[config.mk]
export PLATFORM = sky130hd
export DESIGN_NAME = seq_mult32
export DESIGN_NICKNAME = d
export VERILOG_FILES = /design/src/rtl/seq_mult32.sv
export SDC_FILE = /design/constraint.sdc
export NUM_CORES = 1
export LEC_CHECK = 0
export BUFFER_PORTS_ARGS = -buffer_cell sky130_fd_sc_hd__buf_2
export CAP_MARGIN = 40
export CELL_PAD_IN_SITES_DETAIL_PLACEMENT = 1
export CELL_PAD_IN_SITES_GLOBAL_PLACEMENT = 2
export CORE_ASPECT_RATIO = 0.7
export CORE_UTILIZATION = 35
export CTS_CLUSTER_DIAMETER = 120
export DETAILED_ROUTE_END_ITERATION = 6
export HOLD_SLACK_MARGIN = 0.03
export PLACE_DENSITY = 0.86
export SLEW_MARGIN = 10
export SYNTH_ARGS = -nofsm -noshare
export SYNTH_HDL_FRONTEND = slang
export SYNTH_SLANG_ARGS = --single-unit
[constraint.sdc]
create_clock -name clk -period 40 [get_ports clk]
set_input_delay 6 -clock clk [delete_from_list [all_inputs] [get_ports clk]]
set_output_delay 6 -clock clk [all_outputs]
set_load 0.005 [all_outputs]
[src/rtl/seq_mult32.sv]
// Unsigned 32x32->64 shift-and-add multiplier driving one FADDER32 per iteration.
// Optional early termination on exhausted multiplier bits: define SEQ_MULT_EARLY_EXIT_EN.
module FADDER32 (
  input  logic [31:0] A,
  input  logic [31:0] B,
  input  logic        CarryIn,
  output logic [31:0] Sum,
  output logic        CarryOut
);
  logic [32:0] w_c;

  assign w_c[0] = CarryIn;
  for (genvar i = 0; i < 32; i++) begin : g_bit
    assign Sum[i]   = A[i] ^ B[i] ^ w_c[i];
    assign w_c[i+1] = (A[i] & B[i]) | (w_c[i] & (A[i] ^ B[i]));
  end
  assign CarryOut = w_c[32];
endmodule

module seq_mult32 #(
  parameter int WIDTH = 32
) (
  input  logic        clk,
  input  logic        reset,
  input  logic        start,
  input  logic [31:0] a,
  input  logic [31:0] b,
  output logic        busy,
  output logic        done,
  output logic [63:0] product
);
  if (WIDTH != 32) begin : g_bad_width
    $error("seq_mult32: WIDTH must be 32 (fixed FADDER32)");
  end

  typedef enum logic [1:0] {ST_IDLE, ST_BUSY, ST_DONE} state_t;

  state_t      r_state, w_state_nxt;
  logic [31:0] r_acc, r_mq, r_mcand;
  logic [5:0]  r_cnt;
  logic [63:0] r_product;
  logic [31:0] w_acc_nxt, w_mq_nxt, w_mcand_nxt;
  logic [5:0]  w_cnt_nxt;
  logic [63:0] w_product_nxt;
  logic [31:0] w_sum;
  logic        w_carry;

  FADDER32 u_fadder (
    .A        (r_acc),
    .B        (r_mq[0] ? r_mcand : 32'd0),
    .CarryIn  (1'b0),
    .Sum      (w_sum),
    .CarryOut (w_carry)
  );

`ifdef SEQ_MULT_EARLY_EXIT_EN
  logic [5:0]  w_rem;
  logic [31:0] w_mask;
  logic [63:0] w_skip;
  assign w_rem  = 6'd32 - r_cnt;
  // Low rem bits of mq are the multiplier bits not yet consumed.
  assign w_mask = 32'hFFFF_FFFF >> r_cnt;
  assign w_skip = {r_acc, r_mq} >> w_rem;
`endif

  always_comb begin
    w_state_nxt   = r_state;
    w_acc_nxt     = r_acc;
    w_mq_nxt      = r_mq;
    w_mcand_nxt   = r_mcand;
    w_cnt_nxt     = r_cnt;
    w_product_nxt = r_product;
    case (r_state)
      ST_IDLE, ST_DONE: begin
        if (start) begin
          w_mcand_nxt = a;
          w_mq_nxt    = b;
          w_acc_nxt   = 32'd0;
          w_cnt_nxt   = 6'd0;
          w_state_nxt = ST_BUSY;
        end else begin
          w_state_nxt = ST_IDLE;
        end
      end
      ST_BUSY: begin
        // Carry re-enters at acc[31] so the 65-bit partial sum is never truncated.
        w_acc_nxt = {w_carry, w_sum[31:1]};
        w_mq_nxt  = {w_sum[0], r_mq[31:1]};
        w_cnt_nxt = r_cnt + 6'd1;
        if (r_cnt == 6'd31) begin
          w_product_nxt = {w_acc_nxt, w_mq_nxt};
          w_state_nxt   = ST_DONE;
        end
`ifdef SEQ_MULT_EARLY_EXIT_EN
        if ((r_mq & w_mask) == 32'd0) begin
          {w_acc_nxt, w_mq_nxt} = w_skip;
          w_product_nxt         = w_skip;
          w_cnt_nxt             = 6'd32;
          w_state_nxt           = ST_DONE;
        end
`endif
      end
      default: w_state_nxt = ST_IDLE;
    endcase
  end

  always_ff @(posedge clk) begin
    if (reset) begin
      r_state   <= ST_IDLE;
      r_acc     <= 32'd0;
      r_mq      <= 32'd0;
      r_mcand   <= 32'd0;
      r_cnt     <= 6'd0;
      r_product <= 64'd0;
    end else begin
      r_state   <= w_state_nxt;
      r_acc     <= w_acc_nxt;
      r_mq      <= w_mq_nxt;
      r_mcand   <= w_mcand_nxt;
      r_cnt     <= w_cnt_nxt;
      r_product <= w_product_nxt;
    end
  end

  assign busy    = (r_state == ST_BUSY);
  assign done    = (r_state == ST_DONE);
  assign product = r_product;
endmodule
# ---- Word level (Yosys, flattened, before mapping)
# Index checks and enable logic that the tools add are counted.
dict set report word_totals {
  reg_bits 168
  latch_bits 0
  ram_bits 0
  mem_bits_ro 0
  inputBits 67
  wordCells 185
  mem_count 0
}
dict set report op_classes {
  add_sub_neg 1
  multipliers 0
  div_mod_pow 0
  magnitude_cmp 0
  n_eq_ne 5
  n_shift 0
  n_mux 10
  n_bitwise 157
  n_reduce_logical 6
}
# operator count
set op_table {}
lappend op_table {{case mux 32 bit (2 select lines)} 2}
lappend op_table {{two-way mux 32 bit} 3}
lappend op_table {{AND 1 bit} 63}
lappend op_table {{bitwise XOR 1 bit} 63}
lappend op_table {{OR 1 bit} 31}
lappend op_table {{case mux 6 bit (2 select lines)} 1}
lappend op_table {{adder 6 x 1 -> 6 bit (second input constant)} 1}
lappend op_table {{equality test 6 x 5 -> 1 bit (second input constant)} 1}
lappend op_table {{two-way mux 6 bit} 1}
lappend op_table {{AND reduction 2 bit} 3}
lappend op_table {{case mux 2 bit (2 select lines)} 1}
lappend op_table {{equality test 2 x 1 -> 1 bit (second input constant)} 1}
lappend op_table {{equality test 2 bit (second input constant)} 1}
lappend op_table {{zero test 2 bit} 1}
lappend op_table {{two-way mux 2 bit} 1}
lappend op_table {{!= test 2 x 1 -> 1 bit (second input constant)} 1}
lappend op_table {{!= test 2 bit (second input constant)} 1}
lappend op_table {{nonzero test 2 bit} 1}
lappend op_table {{OR reduction 2 bit} 1}
lappend op_table {{two-way mux 1 bit} 1}

# ---- Logic depth before layout (Yosys ltp)
# Gate-level depths: netlist of run 1.
dict set report logic_depth {
  depth_word 65
  ltp_mapped 37
  depth_no_buf 36
}

# ---- Modules after synthesis
# A second synthesis of run 1 with hierarchy kept.
dict set report unflattened {
  cells_unflattened 829
  hier_area_um2 7709.9
}
# module instances cells_each area_per_inst_um2 seq_area_each_um2
set by_module_without_submodules {}
lappend by_module_without_submodules {seq_mult32 1 787 7031.7 3363.2}
lappend by_module_without_submodules {FADDER32 1 42 678.2 0.0}

# ---- Worst setup path before layout of run 1
# No wires, ideal clock.
dict set report synth_timing {
  kind {reg-to-reg}
  start {register r_mq[0]}
  end {register r_product[62], in the netlist product[62]}
  arrival_time_ns 13.662
  setup_slack_ns 26.217
  stages_incl_launch_ff 37
  n_path_buf 2
  period_less_slack_ns 13.783
  cell_sequence {dfxtp_1 > clkbuf_1 > clkbuf_1 > nand2_1 > fa_1 > fa_1 > fa_1 > fa_1 > fa_1 > fa_1 > fa_1 > fa_1 > fa_1 > fa_1 > fa_1 > fa_1 > fa_1 > fa_1 > fa_1 > fa_1 > fa_1 > fa_1 > fa_1 > fa_1 > fa_1 > fa_1 > fa_1 > fa_1 > fa_1 > fa_1 > fa_1 > fa_1 > fa_1 > fa_1 > fa_1 > nor2_1 > mux2_2}
}
dict set report synth_via {
  elab_chain_cells 63
}
# item line
set synth_rtl {}
lappend synth_rtl {{start, declared} 39} ;# logic [31:0] r_acc, r_mq, r_mcand;
lappend synth_rtl {{start signal, assigned} 118} ;# r_mq <= w_mq_nxt;
lappend synth_rtl {{two-way mux 32 bit (*)} 50} ;# .B (r_mq[0] ? r_mcand : 32'd0),
lappend synth_rtl {{AND 1 bit or bitwise XOR 1 bit (tied branches)} 15} ;# assign w_c[i+1] = (A[i] & B[i]) | (w_c[i] & (A[i] ^ B[i]));
lappend synth_rtl {{AND 1 bit} 15}
lappend synth_rtl {{OR 1 bit} 15}
lappend synth_rtl {{AND 1 bit} 15}
lappend synth_rtl {{OR 1 bit} 15}
lappend synth_rtl {{AND 1 bit} 15}
lappend synth_rtl {{OR 1 bit} 15}
lappend synth_rtl {{(+47 left out)} n/a}
lappend synth_rtl {{OR 1 bit} 15}
lappend synth_rtl {{AND 1 bit} 15}
lappend synth_rtl {{OR 1 bit} 15}
lappend synth_rtl {{AND 1 bit} 15}
lappend synth_rtl {{OR 1 bit} 15}
lappend synth_rtl {{AND 1 bit} 15}
lappend synth_rtl {{OR 1 bit} 15}
lappend synth_rtl {{bitwise XOR 1 bit (*)} 14} ;# assign Sum[i] = A[i] ^ B[i] ^ w_c[i];
lappend synth_rtl {{end signal, assigned} 121} ;# r_product <= w_product_nxt;
lappend synth_rtl {{end, declared} 41} ;# logic [63:0] r_product;
# Mark *: on every way between the ends. The rest lies on a longest branch, timed or not.
# A chain may end at the register's enable or synchronous reset.

# ---- Worst setup path after layout of run 1
# Same ends and word-level chain as after synthesis.

==> summary.md, run 1 <==
| Metric | Value |
|---|---|
| Routed WL | `19.4 mm` |
| Max Buffers Root-to-Sink | `2` |
| Metal2 WL | `8.64 mm` |
| Largest net degree at the start of global routing | `100` |
| Post-route ant nets | `0` |
| DR pass1 iterations | `4` |
| Avg Inst Size Synth | `9.16 sq um` |
| Largest delay contributor family on the critical path | `adder cells` |
| Outcome | `finished clean` |
| Die span in x | `180 um` |
| Initial antenna violation count | `0` |
| Synth Cell Area | `0.00779 sq mm` |
| Num CTS Buffers | `17` |
| Register area share after synthesis | `0.432` |
| Final Total Pwr | `373 uW` |
| Die Y | `127 um` |
| Max-cap viol count | `0` |
| Hold_buf cts | `0` |
| Hold slack | `0.464 ns` |
| EDFF count, synth | `0` |
| Slowest CP cell | `fa_1` |
| Global-route wire length before repair | `32.5 mm` |
| Setup_tns | `0 ns` |
| Power Dens Cells | `40.8 mW/mm^2` |
| Ant. Diodes | `0` |
| Area growth, synth to finish | `17.4%` |
| DIE AREA | `0.0229 sq mm` |
| Initial drt markers | `261` |
| Dpl hpwl | `12.5 mm` |
| Crit path buf inv count | `2` |
| Vias | `6015` |
| Total Routing Usage GR | `0.177` |
| CTS resizes | `0` |
| Synth cell types | `30` |
| DR WL/cell | `15.7 um` |
| Synth Register Bits | `168` |
| Post-Synthesis Cells | `850` |
| Most instantiated cells after synthesis | `168 x dfxtp_1, 99 x a21oi_1, 99 x nand2b_1` |
| Worst EP required | `40.31 ns` |
| Clock Skew | `0.0154 ns` |
| Vias in the first global route | `6234` |
| Clk_lat worst skew | `0.43 ns` |
| Final net count | `1037` |
| Met3 WL | `667 um` |
| Overflow after GRT | `0` |
| Transition time of the tightest slew-check pin | `0.797 ns` |
| # rows | `45` |
| CP endpoint kind | `register` |
| Top routing layer used | `met4` |
| Storage cell area | `0.00336 sq mm` |
| Achievable Freq | `0.0691 GHz` |
| Post-Syn Nets | `950` |
| Final Max Slew Viols | `0` |
| Rel. slew slack | `0.469` |
| Post-CTS Setup Inserts | `0` |
| Vias per inst | `4.88` |
| Starting Density | `0.358` |
| # DRC | `0` |
| IO Count | `133` |
| Hold Vio Cnt, Final | `0` |
| Crit path top cell by count | `fa_1` |
| Share of layout cells above drive strength 1 | `0.222` |
| RD Place Congestion | `0.741` |
| Clk root buf | `clkbuf_16` |
| Worst VDD drop | `0.0276 mV` |
| Cell Area, Placed | `0.00854 sq mm` |
| Final Setup Violations | `0` |
| HP Class | `register to register` |
| # fillers | `2525` |
| TritonCTS clock tree | `yes` |
| Max stage delay on crit path | `0.53 ns` |
| Core ar. | `0.0217 sq mm` |
| Largest area contributor in the netlist | `dfxtp_1` |
| Leakage | `3.28 nW` |
| Post-route cell area | `0.00914 sq mm` |
| CP startpoint kind | `register` |
| Fraction of registers with async set/reset | `0` |
| Final worst path period share | `0.362` |
| Synth top area share | `0.432` |
| Metal-1 WL | `9.94 mm` |
| Port Buffers | `132` |
| Multi-input logic area | `0.00396 sq mm` |
| Synth area leaders | `dfxtp_1 43%, fa_1 8.0%, nand2b_1 8.0%` |
| Post-synth top flop | `dfxtp_1` |
| Clock sink total | `168` |
| Most common cell in the synthesized netlist | `dfxtp_1` |
| Peak fanout along the critical path | `23` |
| Clock transition at the registers of the reported paths | `0.07 ns` |
| Crit Path Category | `register to register` |
| Synth warn | `0` |
| Period minus WS final | `14.47 ns` |
| RSZ-0062 raised after global routing | `false` |
| Arr. time, crit path | `14.78 ns` |
| H-tree Lvls | `4` |
==> cell usage in the layout (no fill, tap or decap), drive strengths merged, types with 32 or more instances in the layout <==
cell and n:
dfxtp 168, buf 139, a21oi 99, nand2b 99, nand2 96, nand3 69
inv 37, nor2b 36, nor2 35, mux2 35, a22oi 32, mux2i 32
==> cell type report <==
type | count | area share
multi-input cells | 578 | 0.433
flip-flops and latches | 168 | 0.368
repair buffers | 139 | 0.0801
clock buffers | 18 | 0.0480
well taps | 282 | 0.0386
clock inverters | 14 | 0.0179
inverters | 33 | 0.0141
==> power by group <==
part | switching, mW | internal (mW) | total [mW] | leakage, nW
sequential | 0.00353 | 0.172 | 0.175 | 1.36
combinational | 0.0182 | 0.00944 | 0.0277 | 1.63
clock | 0.0747 | 0.0953 | 0.170 | 0.286
==> metal layers <==
metal	track usage	up-vias
met5	0	-
met3	0.0350	13
met4	0.0488	0
li1	-	2966
met1	0.248	2930
met2	0.277	106
==> state kept, by name, summed over array words and instances, names as in the netlist <==
| name | count |
|---|---|
| r_acc | 32 |
| r_cnt | 6 |
| r_mcand | 32 |
| r_state | 2 |
| product | 64 |
| r_mq | 32 |
==> metrics by stage <==
stage | setup slack (ns) | util | std cells
2_1_floorplan | 26.22 | - | 850
3_3_place_gp | 25.59 | 0.392 | 1199
3_5_place_dp | 25.46 | 0.393 | 1200
4_1_cts | 25.42 | 0.421 | 1232
5_1_grt | 24.91 | 0.421 | 1232
6_report | 25.53 | 0.421 | 1232
==> logic make-up after synthesis <==
family                     share of synthesized area
muxes                                          0.101
and+or+nand+nor                                0.224
buffers and inverters                         0.0622
DFF                                            0.432
adders and majority gates                     0.0829
AOI/OAI and AO/OA                             0.0974
==> tightest hold or removal path: cells and delay by family (launching register included) <==
kind            cells  cell delay (ns)
compound gates      1             0.05
flops               1             0.31
simple gates        1             0.05
==> path summary, 6_finish.rpt <==
kind                            depth (start not counted)                        to  slack [ns]                    start
worst max-delay path                                   37  product[62]$_SDFFE_PP0P_       25.53     r_mq[0]$_SDFFE_PP0P_
worst min-delay path                                    2   r_mcand[5]$_SDFFE_PP0P_        0.46  r_mcand[5]$_SDFFE_PP0P_
worst max register to register                         37  product[62]$_SDFFE_PP0P_       25.53     r_mq[0]$_SDFFE_PP0P_
worst min register to register                          2   r_mcand[5]$_SDFFE_PP0P_        0.46  r_mcand[5]$_SDFFE_PP0P_
(Power assumes the default switching activity.)
==> inputs of run 2 (changes only) <==
- CORE_UTILIZATION: 35 -> 34
- PLACE_DENSITY: 0.86 -> 0.84
- clock period: 40 -> 14.9 ns (I/O delays scaled with it)
==> summary.md, run 2 (same netlist as run 1, synthesis figures left out) <==
| Metric | Value |
|---|---|
| Outcome | `finished clean (unchanged)` |
| RD Place Congestion | `0.756 (was 0.741)` |
| Min-Delay Path Depth | `2 (unchanged)` |
| Max-cap viol count | `0 (unchanged)` |
| Crit path top cell by count | `fa_1 (unchanged)` |
| Crit Path Category | `register to register (unchanged)` |
| Final Setup Violations | `0 (unchanged)` |
| Area growth, synth to finish | `18.1% (was 17.4%)` |
| Period minus WS final | `13.93 ns (was 14.47 ns)` |
| Post-route cell area | `0.00919 sq mm (was 0.00914 sq mm)` |
| Overflow after GRT | `0 (unchanged)` |
| Peak fanout along the critical path | `3 (was 23)` |
| Vias | `6018 (was 6015)` |
| Leakage | `3.30 nW (was 3.28 nW)` |
| Clock transition at the registers of the reported paths | `0.07 ns (about the same)` |
| Cell Area, Placed | `0.00859 sq mm (was 0.00854 sq mm)` |
| Worst VDD drop | `0.0772 mV (was 0.0276 mV)` |
| Starting Density | `0.353 (was 0.358)` |
| Global-route wire length before repair | `32.2 mm (was 32.5 mm)` |
| Setup ws final | `0.968 ns (was 25.53 ns)` |
| IO Count | `133 (unchanged)` |
| Max stage delay on crit path | `0.53 ns (about the same)` |
| Die span in x | `183 um (was 180 um)` |
| Core ar. | `0.0221 sq mm (was 0.0217 sq mm)` |
| Depth of the worst register-to-register path | `36 (was 37)` |
| Hold Vio Cnt, Final | `0 (unchanged)` |
| Leading cell type in the layout, fill and taps excluded | `dfxtp_1 (unchanged)` |
| Dpl hpwl | `12.4 mm (was 12.5 mm)` |
| Hold path endpoint | `r_mcand[0]$_SDFFE_PP0P_ (was r_mcand[5]$_SDFFE_PP0P_)` |
| CP Launch Point | `r_mq[0]$_SDFFE_PP0P_ (unchanged)` |
| Hold slack | `0.456 ns (was 0.464 ns)` |
| Share of layout cells above drive strength 1 | `0.222 (unchanged)` |
| Worst EP required | `15.21 ns (was 40.31 ns)` |
| Achievable Freq | `0.0718 GHz (was 0.0691 GHz)` |
| DR WL/cell | `15.5 um (was 15.7 um)` |
| Num CTS Buffers | `17 (unchanged)` |
| Min-delay src | `r_mcand[0]$_SDFFE_PP0P_ (was r_mcand[5]$_SDFFE_PP0P_)` |
| Die Y | `129 um (was 127 um)` |
| Clock Skew | `0.0158 ns (was 0.0154 ns)` |
| Post-route ant nets | `0 (unchanged)` |
| Slowest CP cell | `fa_1 (unchanged)` |
| Sequential share of power | `0.465 (was 0.470)` |
| Port Buffers | `132 (unchanged)` |
| Initial antenna violation count | `0 (unchanged)` |
| Logic pwr share | `0.074 (about the same)` |
| # DRC | `0 (unchanged)` |
| DR pass1 iterations | `4 (unchanged)` |
| Initial drt markers | `281 (was 261)` |
| Total Routing Usage GR | `0.173 (was 0.177)` |
| Routed WL | `19.5 mm (was 19.4 mm)` |
| Clock sink total | `168 (unchanged)` |
| Power Dens Cells | `110 mW/mm^2 (was 40.8 mW/mm^2)` |
| Switching share of power | `0.252 (was 0.259)` |
| Clk root buf | `clkbuf_16 (unchanged)` |
| H-tree Lvls | `4 (unchanged)` |
| Final worst path period share | `0.935 (was 0.362)` |
| Vias in the first global route | `6337 (was 6234)` |
| Final net count | `1038 (was 1037)` |
| CP startpoint kind | `register (unchanged)` |
| Clk_lat worst skew | `0.43 ns (about the same)` |
| RSZ-0062 raised after global routing | `false (unchanged)` |
| Fin cells | `1255 (was 1232)` |
| Internal | `757 uW (was 277 uW)` |
| Post-layout util | `0.417 (was 0.421)` |
| HP Class | `register to register (unchanged)` |
| Reg-to-reg critical path startpoint | `r_mq[0]$_SDFFE_PP0P_ (unchanged)` |
| CTS resizes | `0 (unchanged)` |
| # rows | `45 (unchanged)` |
| Reg-to-reg endpoint | `product[62]$_SDFFE_PP0P_ (unchanged)` |
| Max Buffers Root-to-Sink | `2 (unchanged)` |
| Ant. Diodes | `0 (unchanged)` |
| Hold_buf cts | `0 (unchanged)` |
| Arr. time, crit path | `14.25 ns (was 14.78 ns)` |
| Largest net degree at the start of global routing | `117 (was 100)` |
| FF-to-FF setup slack | `0.97 ns (was 25.53 ns)` |
| Most frequent cells in the layout | `168 x dfxtp_1, 131 x buf_2, 99 x a21oi_1 (unchanged)` |
| Transition time of the tightest slew-check pin | `0.835 ns (was 0.797 ns)` |
| Rel. slew slack | `0.443 (was 0.469)` |
| CP endpoint kind | `register (unchanged)` |
| Clock share of power | `0.461 (was 0.456)` |
| Max reg flops | `64 (unchanged)` |
| Setup_tns | `0 ns (unchanged)` |
| Final Total Pwr | `1.01 mW (was 373 uW)` |
| Placed Cells | `1224 (was 1200)` |
| TritonCTS clock tree | `yes (unchanged)` |
| Final Max Slew Viols | `0 (unchanged)` |
| DIE AREA | `0.0235 sq mm (was 0.0229 sq mm)` |
| Sw Pwr | `254 uW (was 96.5 uW)` |
| Vias per inst | `4.80 (was 4.88)` |
| Post-CTS Setup Inserts | `0 (unchanged)` |
| Place WS | `0.903 ns (was 25.46 ns)` |
==> run 2: cell types whose count changed in the layout (fill, tap and decap cells not counted) <==
cell        previous run  this run
clkinv_4               5         1
clkinv_2               0         2
inv_6                  4         6
buf_12                 1         2
bufinv_16              2         3
clkinvlp_4             3         2
inv_8                  1         0
==> run 2: layer usage <==
layer | track usage | part of all wire | up-vias
li1 | - | - | 2972
met1 | 0.238 | 0.52 | 2927
met2 | 0.279 | 0.44 | 106
met3 | 0.0342 | 0.032 | 13
met4 | 0.0441 | 0.0083 | 0
met5 | 0 | 0 | -
==> run 2: power groups by stage <==
stage	Clock, mW	Combinational [mW]	Sequential [mW]
finish	0.466	0.0746	0.470
global route	0.498	0.0843	0.472
CTS	0.479	0.0765	0.470
detailed placement	0	0.0762	0.480
global placement	0	0.0746	0.480
floorplan	0	0.0514	0.477
==> run 2: how the worst max path moves through the flow <==
stage	cells after the start	slack [ns]	endpoint
floorplan	36	1.12	product[62]$_SDFFE_PP0P_
global placement	36	1.03	product[62]$_SDFFE_PP0P_
detailed placement	36	0.90	product[62]$_SDFFE_PP0P_
CTS	36	0.85	product[62]$_SDFFE_PP0P_
global route	36	0.44	product[62]$_SDFFE_PP0P_
finish	36	0.97	product[62]$_SDFFE_PP0P_
==> run 2: cell type report <==
type | count | area [sq um]
clock inverter | 13 | 168
inverter | 33 | 129
fill | 2625 | 12900
tap | 305 | 382
sequential | 168 | 3360
clock buffer | 18 | 439
multi-input combinational | 578 | 3960
timing repair buffer | 140 | 752
==> run 2: worst max-delay path, delay by kind of cell (launching register included) <==
kind | cells | cell delay, ns
adders and majority gates | 32 | 12.99
DFF | 1 | 0.34
muxes | 1 | 0.28
and+or+nand+nor | 2 | 0.18
buffers and inverters | 1 | 0.05
